## config.mk

```make
export PLATFORM = sky130hd
export DESIGN_NAME = data_bus_demux_flat
export DESIGN_NICKNAME = d
export VERILOG_FILES = /design/src/rtl/data_bus_demux_if.sv /design/src/rtl/data_bus_demux.sv /design/src/flat_wrapper.sv
export SDC_FILE = /design/constraint.sdc
export NUM_CORES = 1
export LEC_CHECK = 0
export CELL_PAD_IN_SITES_DETAIL_PLACEMENT = 0
export CELL_PAD_IN_SITES_GLOBAL_PLACEMENT = 1
export CORE_AREA = 2 2 136 138
export DETAILED_ROUTE_END_ITERATION = 12
export DIE_AREA = 0 0 138 140
export PLACE_DENSITY_LB_ADDON = 0.1
export SLEW_MARGIN = 20
export SYNTH_ARGS = -nofsm -noshare
export SYNTH_HDL_FRONTEND = slang
export SYNTH_SLANG_ARGS = --single-unit
export TNS_END_PERCENT = 5
```

## constraint.sdc

```tcl
create_clock -name clk -period 2.4 [get_ports clk]
set_input_delay 0.72 -clock clk [delete_from_list [all_inputs] [get_ports clk]]
set_output_delay 0.72 -clock clk [all_outputs]
set_load 0.05 [all_outputs]
```

## src/rtl/data_bus_demux_if.sv

```systemverilog
// data_bus_demux_if: bundles the core request/response handshake and the
// three-target steering bus used by data_bus_demux.
interface data_bus_demux_if;
   // core request side
   logic        req_valid;
   logic        req_ready;
   logic        req_we;
   logic [31:0] req_addr;
   logic [31:0] req_wdata;
   logic [3:0]  req_be;
   // core response side
   logic        rsp_valid;
   logic [31:0] rsp_rdata;
   logic        rsp_err;
   // target side
   logic [2:0]  tgt_req;
   logic        tgt_we;
   logic [31:0] tgt_addr;
   logic [31:0] tgt_wdata;
   logic [3:0]  tgt_be;
   logic [2:0]  tgt_ack;
   logic [31:0] tgt_rdata_0;
   logic [31:0] tgt_rdata_1;
   logic [31:0] tgt_rdata_2;

   // the demux itself
   modport slave (
      input  req_valid, req_we, req_addr, req_wdata, req_be,
      input  tgt_ack, tgt_rdata_0, tgt_rdata_1, tgt_rdata_2,
      output req_ready, rsp_valid, rsp_rdata, rsp_err,
      output tgt_req, tgt_we, tgt_addr, tgt_wdata, tgt_be
   );

   // core plus targets, seen from outside the demux
   modport master (
      output req_valid, req_we, req_addr, req_wdata, req_be,
      output tgt_ack, tgt_rdata_0, tgt_rdata_1, tgt_rdata_2,
      input  req_ready, rsp_valid, rsp_rdata, rsp_err,
      input  tgt_req, tgt_we, tgt_addr, tgt_wdata, tgt_be
   );
endinterface

```

## src/rtl/data_bus_demux.sv

```systemverilog
// data_bus_demux: steers one load/store from the memory stage to instruction
// memory, data memory or the peripheral block, waits for that target's ack
// and returns a single-cycle response. Unmapped, misaligned, read-only-store
// and timed-out accesses come back as error responses with zero data.
module data_bus_demux #(
   parameter logic [31:0] IMEM_BASE = 32'h0100_0000,
   parameter logic [31:0] IMEM_MASK = 32'hFFFF_F000,
   parameter logic [31:0] DMEM_BASE = 32'h8000_0000,
   parameter logic [31:0] DMEM_MASK = 32'hFFFF_F000,
   parameter logic [31:0] PERI_BASE = 32'h0010_0000,
   parameter logic [31:0] PERI_MASK = 32'hFFFF_FF00,
   parameter int unsigned TIMEOUT   = 16
) (
   input  logic              clk,
   input  logic              rst,
   data_bus_demux_if.slave   bus
);

   // counter only needs to reach TIMEOUT-1
   localparam int unsigned          CNT_W    = (TIMEOUT > 2) ? $clog2(TIMEOUT) : 1;
   localparam logic [CNT_W-1:0]     CNT_LAST = CNT_W'(TIMEOUT - 1);

   typedef enum logic [1:0] {
      ST_IDLE = 2'd0,
      ST_WAIT = 2'd1,
      ST_RESP = 2'd2
   } state_e;

   // selects the read data of the one-hot target; zero when nothing selected
   function automatic logic [31:0] pick_rdata(
      input logic [2:0]  sel,
      input logic [31:0] rd0,
      input logic [31:0] rd1,
      input logic [31:0] rd2
   );
      logic [31:0] res;
      case (sel)
         3'b001:  res = rd0;
         3'b010:  res = rd1;
         3'b100:  res = rd2;
         default: res = 32'h0000_0000;
      endcase
      return res;
   endfunction

   state_e            state_r,     next_state_s;
   logic [CNT_W-1:0]  cnt_r,       next_cnt_s;
   logic              ready_r,     next_ready_s;
   logic [2:0]        tgt_req_r,   next_tgt_req_s;
   logic              tgt_we_r,    next_tgt_we_s;
   logic [31:0]       tgt_addr_r,  next_tgt_addr_s;
   logic [31:0]       tgt_wdata_r, next_tgt_wdata_s;
   logic [3:0]        tgt_be_r,    next_tgt_be_s;
   logic              rsp_valid_r, next_rsp_valid_s;
   logic [31:0]       rsp_rdata_r, next_rsp_rdata_s;
   logic              rsp_err_r,   next_rsp_err_s;

   logic [2:0]        hit_s;
   logic [2:0]        sel_s;
   logic              dec_err_s;
   logic              accept_s;
   logic              ack_sel_s;
   logic [31:0]       ack_rdata_s;

   assign bus.req_ready = ready_r;
   assign bus.tgt_req   = tgt_req_r;
   assign bus.tgt_we    = tgt_we_r;
   assign bus.tgt_addr  = tgt_addr_r;
   assign bus.tgt_wdata = tgt_wdata_r;
   assign bus.tgt_be    = tgt_be_r;
   assign bus.rsp_valid = rsp_valid_r;
   assign bus.rsp_rdata = rsp_rdata_r;
   assign bus.rsp_err   = rsp_err_r;

   // address decode with fixed priority 0 > 1 > 2 and illegal-access detection
   always_comb begin
      hit_s[0] = ((bus.req_addr & IMEM_MASK) == IMEM_BASE);
      hit_s[1] = ((bus.req_addr & DMEM_MASK) == DMEM_BASE);
      hit_s[2] = ((bus.req_addr & PERI_MASK) == PERI_BASE);
      if (hit_s[0]) begin
         sel_s = 3'b001;
      end else if (hit_s[1]) begin
         sel_s = 3'b010;
      end else if (hit_s[2]) begin
         sel_s = 3'b100;
      end else begin
         sel_s = 3'b000;
      end
      // instruction memory is read-only from the data side
      dec_err_s = (sel_s == 3'b000) || (bus.req_addr[1:0] != 2'b00) ||
                  (sel_s[0] && bus.req_we);
   end

   // only the ack of the target currently being requested counts
   always_comb begin
      accept_s    = bus.req_valid && ready_r;
      ack_sel_s   = |(bus.tgt_ack & tgt_req_r);
      ack_rdata_s = pick_rdata(tgt_req_r, bus.tgt_rdata_0, bus.tgt_rdata_1, bus.tgt_rdata_2);
   end

   // next-state and next-output logic of the IDLE/WAIT/RESP controller
   always_comb begin
      next_state_s     = state_r;
      next_cnt_s       = cnt_r;
      next_tgt_req_s   = tgt_req_r;
      next_tgt_we_s    = tgt_we_r;
      next_tgt_addr_s  = tgt_addr_r;
      next_tgt_wdata_s = tgt_wdata_r;
      next_tgt_be_s    = tgt_be_r;
      next_rsp_valid_s = 1'b0;
      next_rsp_rdata_s = rsp_rdata_r;
      next_rsp_err_s   = rsp_err_r;

      case (state_r)
         ST_IDLE: begin
            if (accept_s && dec_err_s) begin
               // rejected before any target sees it
               next_state_s     = ST_RESP;
               next_rsp_valid_s = 1'b1;
               next_rsp_rdata_s = 32'h0000_0000;
               next_rsp_err_s   = 1'b1;
            end else if (accept_s) begin
               next_state_s     = ST_WAIT;
               next_tgt_req_s   = sel_s;
               next_tgt_we_s    = bus.req_we;
               next_tgt_addr_s  = bus.req_addr;
               next_tgt_wdata_s = bus.req_wdata;
               next_tgt_be_s    = bus.req_be;
               next_cnt_s       = '0;
            end else begin
               next_state_s = ST_IDLE;
            end
         end
         ST_WAIT: begin
            if (ack_sel_s) begin
               next_state_s     = ST_RESP;
               next_tgt_req_s   = 3'b000;
               next_rsp_valid_s = 1'b1;
               next_rsp_rdata_s = tgt_we_r ? 32'h0000_0000 : ack_rdata_s;
               next_rsp_err_s   = 1'b0;
            end else if (cnt_r == CNT_LAST) begin
               // target never answered: give up with an error
               next_state_s     = ST_RESP;
               next_tgt_req_s   = 3'b000;
               next_rsp_valid_s = 1'b1;
               next_rsp_rdata_s = 32'h0000_0000;
               next_rsp_err_s   = 1'b1;
            end else begin
               next_cnt_s = cnt_r + CNT_W'(1);
            end
         end
         ST_RESP: begin
            next_state_s = ST_IDLE;
         end
         default: begin
            next_state_s   = ST_IDLE;
            next_tgt_req_s = 3'b000;
         end
      endcase

      next_ready_s = (next_state_s == ST_IDLE);
   end

   // state and registered outputs; reset aborts any outstanding access
   always_ff @(posedge clk) begin
      if (rst) begin
         state_r     <= ST_IDLE;
         cnt_r       <= '0;
         ready_r     <= 1'b1;
         tgt_req_r   <= 3'b000;
         tgt_we_r    <= 1'b0;
         tgt_addr_r  <= 32'h0000_0000;
         tgt_wdata_r <= 32'h0000_0000;
         tgt_be_r    <= 4'b0000;
         rsp_valid_r <= 1'b0;
         rsp_rdata_r <= 32'h0000_0000;
         rsp_err_r   <= 1'b0;
      end else begin
         state_r     <= next_state_s;
         cnt_r       <= next_cnt_s;
         ready_r     <= next_ready_s;
         tgt_req_r   <= next_tgt_req_s;
         tgt_we_r    <= next_tgt_we_s;
         tgt_addr_r  <= next_tgt_addr_s;
         tgt_wdata_r <= next_tgt_wdata_s;
         tgt_be_r    <= next_tgt_be_s;
         rsp_valid_r <= next_rsp_valid_s;
         rsp_rdata_r <= next_rsp_rdata_s;
         rsp_err_r   <= next_rsp_err_s;
      end
   end

endmodule

```

## src/flat_wrapper.sv

```systemverilog
// flat-port wrapper written by rule: the top's interface ports become plain ports
module data_bus_demux_flat 
#(
   parameter logic [31:0] IMEM_BASE = 32'h0100_0000,
   parameter logic [31:0] IMEM_MASK = 32'hFFFF_F000,
   parameter logic [31:0] DMEM_BASE = 32'h8000_0000,
   parameter logic [31:0] DMEM_MASK = 32'hFFFF_F000,
   parameter logic [31:0] PERI_BASE = 32'h0010_0000,
   parameter logic [31:0] PERI_MASK = 32'hFFFF_FF00,
   parameter int unsigned TIMEOUT   = 16
)
  (clk, rst, bus_req_valid, bus_req_we, bus_req_addr, bus_req_wdata, bus_req_be, bus_tgt_ack, bus_tgt_rdata_0, bus_tgt_rdata_1, bus_tgt_rdata_2, bus_req_ready, bus_rsp_valid, bus_rsp_rdata, bus_rsp_err, bus_tgt_req, bus_tgt_we, bus_tgt_addr, bus_tgt_wdata, bus_tgt_be);
  data_bus_demux_if bus_i ();
  input  logic clk;
  input  logic rst;
  input wire logic [$bits(bus_i.req_valid)-1:0] bus_req_valid;
  input wire logic [$bits(bus_i.req_we)-1:0] bus_req_we;
  input wire logic [$bits(bus_i.req_addr)-1:0] bus_req_addr;
  input wire logic [$bits(bus_i.req_wdata)-1:0] bus_req_wdata;
  input wire logic [$bits(bus_i.req_be)-1:0] bus_req_be;
  input wire logic [$bits(bus_i.tgt_ack)-1:0] bus_tgt_ack;
  input wire logic [$bits(bus_i.tgt_rdata_0)-1:0] bus_tgt_rdata_0;
  input wire logic [$bits(bus_i.tgt_rdata_1)-1:0] bus_tgt_rdata_1;
  input wire logic [$bits(bus_i.tgt_rdata_2)-1:0] bus_tgt_rdata_2;
  output wire logic [$bits(bus_i.req_ready)-1:0] bus_req_ready;
  output wire logic [$bits(bus_i.rsp_valid)-1:0] bus_rsp_valid;
  output wire logic [$bits(bus_i.rsp_rdata)-1:0] bus_rsp_rdata;
  output wire logic [$bits(bus_i.rsp_err)-1:0] bus_rsp_err;
  output wire logic [$bits(bus_i.tgt_req)-1:0] bus_tgt_req;
  output wire logic [$bits(bus_i.tgt_we)-1:0] bus_tgt_we;
  output wire logic [$bits(bus_i.tgt_addr)-1:0] bus_tgt_addr;
  output wire logic [$bits(bus_i.tgt_wdata)-1:0] bus_tgt_wdata;
  output wire logic [$bits(bus_i.tgt_be)-1:0] bus_tgt_be;
  assign bus_i.req_valid = bus_req_valid;
  assign bus_i.req_we = bus_req_we;
  assign bus_i.req_addr = bus_req_addr;
  assign bus_i.req_wdata = bus_req_wdata;
  assign bus_i.req_be = bus_req_be;
  assign bus_i.tgt_ack = bus_tgt_ack;
  assign bus_i.tgt_rdata_0 = bus_tgt_rdata_0;
  assign bus_i.tgt_rdata_1 = bus_tgt_rdata_1;
  assign bus_i.tgt_rdata_2 = bus_tgt_rdata_2;
  assign bus_req_ready = bus_i.req_ready;
  assign bus_rsp_valid = bus_i.rsp_valid;
  assign bus_rsp_rdata = bus_i.rsp_rdata;
  assign bus_rsp_err = bus_i.rsp_err;
  assign bus_tgt_req = bus_i.tgt_req;
  assign bus_tgt_we = bus_i.tgt_we;
  assign bus_tgt_addr = bus_i.tgt_addr;
  assign bus_tgt_wdata = bus_i.tgt_wdata;
  assign bus_tgt_be = bus_i.tgt_be;
  data_bus_demux #(.IMEM_BASE(IMEM_BASE), .IMEM_MASK(IMEM_MASK), .DMEM_BASE(DMEM_BASE), .DMEM_MASK(DMEM_MASK), .PERI_BASE(PERI_BASE), .PERI_MASK(PERI_MASK), .TIMEOUT(TIMEOUT)) u_core (.clk(clk), .rst(rst), .bus(bus_i));
endmodule
```

-- Word-level counts from Yosys, hierarchy flattened
Index checks and enable logic that the tools add are counted.
- add/sub/neg operators: 1
- equality and inequality tests: 15
- multiplexer cells: 32
- bitwise logic cells: 3
- reductions and logical operators: 15
- operators by type and width (cell ; count):
    $mux W32 ; 4
    $pmux W32 S3 ; 1
    $pmux W32 S2 ; 1
    $eq A24 B13 Y1 const B ; 1
    $mux W3 ; 7
    $eq A20 B13 Y1 const B ; 1
    $eq A20 B20 Y1 const B ; 1
    $mux W4 ; 4
    $pmux W3 S3 ; 1
    $pmux W4 S2 ; 1
    $mux W1 ; 7
    $mux W2 ; 3
    $ne A2 B2 Y1 const B ; 3
    $reduce_and A3 Y1 ; 2
    $reduce_and A5 Y1 ; 1
    $add A4 B1 Y4 const B ; 1
    $eq A4 B4 Y1 const B ; 1
    $logic_not A2 Y1 ; 2
    $ne A2 B1 Y1 const B ; 2
    $pmux W1 S2 ; 2
    $pmux W2 S2 ; 1
    $reduce_and A4 Y1 ; 1
    $reduce_bool A2 Y1 ; 2
    $and A3 B3 Y3 ; 1
    11 further kinds ; 15
- bits in registers: 113
- bits of input ports: 171
- output and inout bits: 107
- word-level logic and storage cells: 77

-- Logic depth before layout (Yosys ltp)
- depth after elaboration: 11
- depth in mapped cells: 7
- gate-level depth less buffers: 6

-- Worst setup path before layout
OpenSTA, ideal clock, no wires.
- path type: in2reg
- start point: input bus_req_addr[28]
- end point: register u_core.tgt_addr_r[15] (netlist: u_core.bus.tgt_addr[15])
- library setup time: 0.115 ns
- data arrival time: 2.059 ns
- data required time: 2.285 ns
- slack: 0.226 ns
- stages on the path: 7
- buffers on the path: 2
- path through: nor3_1 -> and4b_1 -> and4_1 -> buf_2 -> nor2_2 -> clkbuf_1 -> and2_1
- cells in the longest elaborated chain, start to end: 10
- elaborated cells between the ends (all ways): 13
- those cells by class: eq/ne: 3; mux: 3; bitwise: 1; reduce/logical: 6
- ends and longest elaborated chain (element ; line ; text):
    start, declared ; flat_wrapper.sv:18 ; input wire logic [$bits(bus_i.req_addr)-1:0] bus_req_addr;
    $eq A24 B13 Y1 ; data_bus_demux.sv:79 ; hit_s[2] = ((bus.req_addr & PERI_MASK) == PERI_BASE);
    $mux W3 ; data_bus_demux.sv:84 ; end else if (hit_s[2]) begin
    $mux W3 ; data_bus_demux.sv:82 ; end else if (hit_s[1]) begin
    $mux W3 * ; data_bus_demux.sv:80 ; if (hit_s[0]) begin
    $logic_not A3 Y1 ; data_bus_demux.sv:90 ; dec_err_s = (sel_s == 3'b000) || (bus.req_addr[1:0] != 2'b00) ||
    $logic_or A1 B1 Y1 ; data_bus_demux.sv:90 ;
    $logic_or A1 B1 Y1 * ; data_bus_demux.sv:90 ;
    $logic_and A1 B1 Y1 * ; data_bus_demux.sv:116 ; if (accept_s && dec_err_s) begin
    $not A1 Y1 (no line) * ; n/a ;
    $reduce_and A3 Y1 (no line) * ; n/a ;
    end signal, assigned ; data_bus_demux.sv:184 ; tgt_addr_r <= next_tgt_addr_s;
    end, declared ; data_bus_demux.sv:51 ; logic [31:0] tgt_addr_r, next_tgt_addr_s;
Mark *: on every way between the ends. The rest lies on a longest branch, timed or not.
A chain may end at the register's enable or synchronous reset.

-- Final worst setup path
- start point: input bus_req_addr[10]
- end point: register u_core.rsp_rdata_r[25] (netlist: u_core.bus.rsp_rdata[25])
- cells in the longest elaborated chain, start to end: 10
- ends and longest elaborated chain (element ; line ; text):
    $eq A24 B13 Y1 ; data_bus_demux.sv:79 ;
    $mux W3 ; data_bus_demux.sv:84 ;
    $mux W3 ; data_bus_demux.sv:82 ;
    $mux W3 ; data_bus_demux.sv:80 ;
    $logic_not A3 Y1 ; data_bus_demux.sv:90 ;
    $logic_or A1 B1 Y1 (2 in a row) ; data_bus_demux.sv:90 ;
    $logic_and A1 B1 Y1 ; data_bus_demux.sv:116 ;
    $ne A2 B1 Y1 (no line) ; n/a ;
    $reduce_and A3 Y1 (no line) ; n/a ;
    end signal, assigned ; data_bus_demux.sv:188 ; rsp_rdata_r <= next_rsp_rdata_s;
    end, declared ; data_bus_demux.sv:55 ; logic [31:0] rsp_rdata_r, next_rsp_rdata_s;
No other way between the ends.

==> metrics <==
Worst path slowest cell clkdlybuf4s50_1; Fmax between 0.4 and 0.5 GHz; via count just under 5000; root buffer cell clkbuf_16; top post-synthesis cells by area dfxtp_1, a21oi_1, nand2_1; Yosys top cell area share approximately 50%; die width between 100 and 150 um; CP endpoint kind flop; leak pwr 0.00303 uW; Initial DRT Pass Iterations 4; Synthesized Nets 702; multi-input logic area 0.00214 mm2; Hold-fix buffers, CTS 0; kind of critical path input port to flop; Final Slew Violations 0; Worst path max stage delay approximately 0.47 ns; Gate Count Post-Synth 530; most used cell along the critical path buf_4; post-synthesis sequential area ratio between 40% and 50%; gr ovfl total 0; PnR Total Power 4960 uW; Final nets 999; Crit Path Max Fanout 16; final setup fails 0; RSZ-0062 raised after global routing true; Synth Flop Type dfxtp_1; max-cap violation count 0; Hold Vio Cnt, Final 0; mapped cell area ~0.0045 mm2; Async SR Flop Fraction 0%; dpl hpwl about 12000 um; Pwr per Cell Area 584 mW/mm2; antenna-violating nets left 0; Layout area overhead 87.1%; Fillers 1709; WL/cell between 15 and 20 um; setup TNS 0 ns; DR iter-0 viols about 180; VDD IR max 0.443 mV; CTS max path bufs 2; Via-to-Cell Ratio 4.63; EDFF count, synth 0; Worst-path clk slew 0.06 ns; number of global-route vias before repair between 5000 and 6000; CTS buffer count 17; Hold Slack 0.448 ns; Buffers on Ports roughly 280; FF+latch area about 0.0023 mm2; standard-cell rows around 50; Die Height around 140 um; gr usage total 17.1%; H-tree Lvls 4; Ys Warns 0; Hold/Removal Path Class flop to flop; Req. time, crit path between 2 and 3 ns; Synth cell types 47; I/O pins roughly 280; Tcrit/Tclk final 97.7%; initial antenna violation count 0; CP arrival about 2.7 ns; Tightest Pin Transition ~0.57 ns; CTS sink count between 100 and 150; Fin Clk Skew 0.00714 ns; Die ar. around 0.019 mm2; DRC violations left 0; syn avg cell area between 8 and 9 um2; CTS tree yes; share of layout cells above drive strength 1 a little under an eighth; Skew-Pair Late Insertion Delay about 0.41 ns; routability cong. about 0.84; final wirelength between 15000 and 20000 um; worst path cell trace clkdlybuf4s50_1 -> nor4_4 -> buf_4 -> a211o_1 -> nand4_4 -> a211oi_4 -> buf_4 -> clkbuf_16 -> o2bb2ai_1; final core occ about 48%; ANT cells 0; Slew Limit Headroom about 62%; Final min period 2.34 ns; status completed; largest area contributor in the netlist dfxtp_1; flops & latches, synth between 100 and 150; CP startpoint kind input port; first-pass GRT wire length about 26000 um; pin count of the biggest net entering global routing slightly above 50; Core ar. ~0.018 mm2; Initial Util between 20% and 30%
## layer usage
metal	share of wire, %	vias up	global-route usage, %
met4	1.3	0	5.75
met5	0	-	0
met2	50	164	29.4
li1	-	2461	-
met1	42	2306	20.1
met3	6.6	16	5.61
## where the power goes
group	internal, uW	total [uW]	switching (uW)
logic	302	441	139
clock network	1660	2630	968
registers	1880	1890	4.79
## critical path, delay by kind of cell
family	cells	cell delay [ns]
AO/OA/AOI/OAI	3	0.58
buffers and inverters	4	0.97
AND/OR/NAND/NOR	2	0.39
## cells in the mapped netlist (2+ instances only)
library cell	number
nand2b_1	2
or3_1	2
o211ai_1	2
nand4_1	2
nor3_1	6
o21ai_0	3
nor2_1	37
a21o_1	2
a22oi_1	32
dfxtp_1	113
nand3_1	6
nor2b_1	4
buf_2	7
nand2_1	107
clkbuf_1	30
o2bb2ai_2	2
and4_1	2
nor4_1	4
and2_1	19
buf_6	4
xor2_1	2
o2bb2ai_1	29
a21oi_1	89
## layout make-up
type	instances	share of cell area (%)
Inverter	1	0.0442
Sequential cell	113	26.7
Multi-Input combinational cell	375	25.2
Clock inverter	15	2.30
Timing Repair Buffer	319	37.4
Clock buffer	17	5.01
Tap cell	229	3.38
## state kept, by name, indices dropped and copies added, names as in the netlist
register and cells:
u_core.bus.rsp_rdata 32, u_core.bus.tgt_addr 32, u_core.bus.tgt_wdata 32, u_core.bus.tgt_be 4, u_core.cnt_r 4, u_core.bus.tgt_req 3
u_core.state_r 2, u_core.bus.req_ready 1, u_core.bus.rsp_err 1, u_core.bus.rsp_valid 1, u_core.bus.tgt_we 1
## worst paths after layout
| path | from | end | slack (ns) | cells past startpoint |
|---|---|---|---|---|
| hold / removal | u_core.bus.tgt_wdata[31] | u_core.bus.tgt_wdata[31] | 0.45 | 2 |
| setup reg to reg | u_core.bus.tgt_req[0] | u_core.bus.rsp_rdata[25] | 0.46 | 7 |
| setup / recovery | bus_req_addr[10] | u_core.bus.rsp_rdata[25] | 0.06 | 9 |
| hold reg to reg | u_core.bus.tgt_wdata[31] | u_core.bus.tgt_wdata[31] | 0.45 | 2 |
## cell families (layout without fill, tap and decap cells)
kind of cell / after synthesis / after routing / synth area share, %
AO/OA/AOI/OAI: 170 / 170 / 24.7
AND/OR/NAND/NOR: 201 / 201 / 20.2
buffers and inverters: 42 / 352 / 4.33
multiplexers: 1 / 1 / 0.248
flip-flops: 113 / 113 / 49.9
adder cells (fa/ha/maj): 1 / 1 / 0.276
XOR/XNOR: 2 / 2 / 0.386
## placed cells by master (no fill, tap or decap), drive strengths merged, types with 2 or more instances in the layout
| master | n |
|---|---|
| a211oi | 2 |
| a21o | 2 |
| a21oi | 89 |
| a22oi | 32 |
| and2 | 19 |
| and4 | 2 |
| buf | 46 |
| bufinv | 3 |
| clkbuf | 18 |
| clkdlybuf4s50 | 268 |
| clkinv | 3 |
| clkinvlp | 2 |
| dfxtp | 113 |
| dlymetal6s2s | 4 |
| inv | 8 |
| nand2 | 107 |
| nand2b | 2 |
| nand3 | 6 |
| nand4 | 3 |
| nor2 | 38 |
| nor2b | 4 |
| nor3 | 6 |
| nor4 | 4 |
| o211ai | 2 |
| o21ai | 4 |
| o2bb2ai | 31 |
| o31ai | 2 |
| or3 | 2 |
| xor2 | 2 |
## through the flow
| stage | std cells | setup slack, ns | cell area, um2 |
|---|---|---|---|
| after floorplan | 530 | 0.226 | 4540 |
| after global placement | 1034 | -0.465 | 7780 |
| after detailed placement | 1034 | -0.489 | 7780 |
| after CTS | 1066 | 0.00129 | 8410 |
| after global routing | 1069 | -0.0179 | 8490 |
| final | 1069 | 0.0560 | 8490 |
## what timing repair did
action | CTS | global route
setup endpoints to repair | 64 | 86
gates resized for setup | 1 | 11
pin swaps | 0 | 5
setup buffers | 0 | 2
cloned | 0 | 1
(Power assumes the default switching activity.)
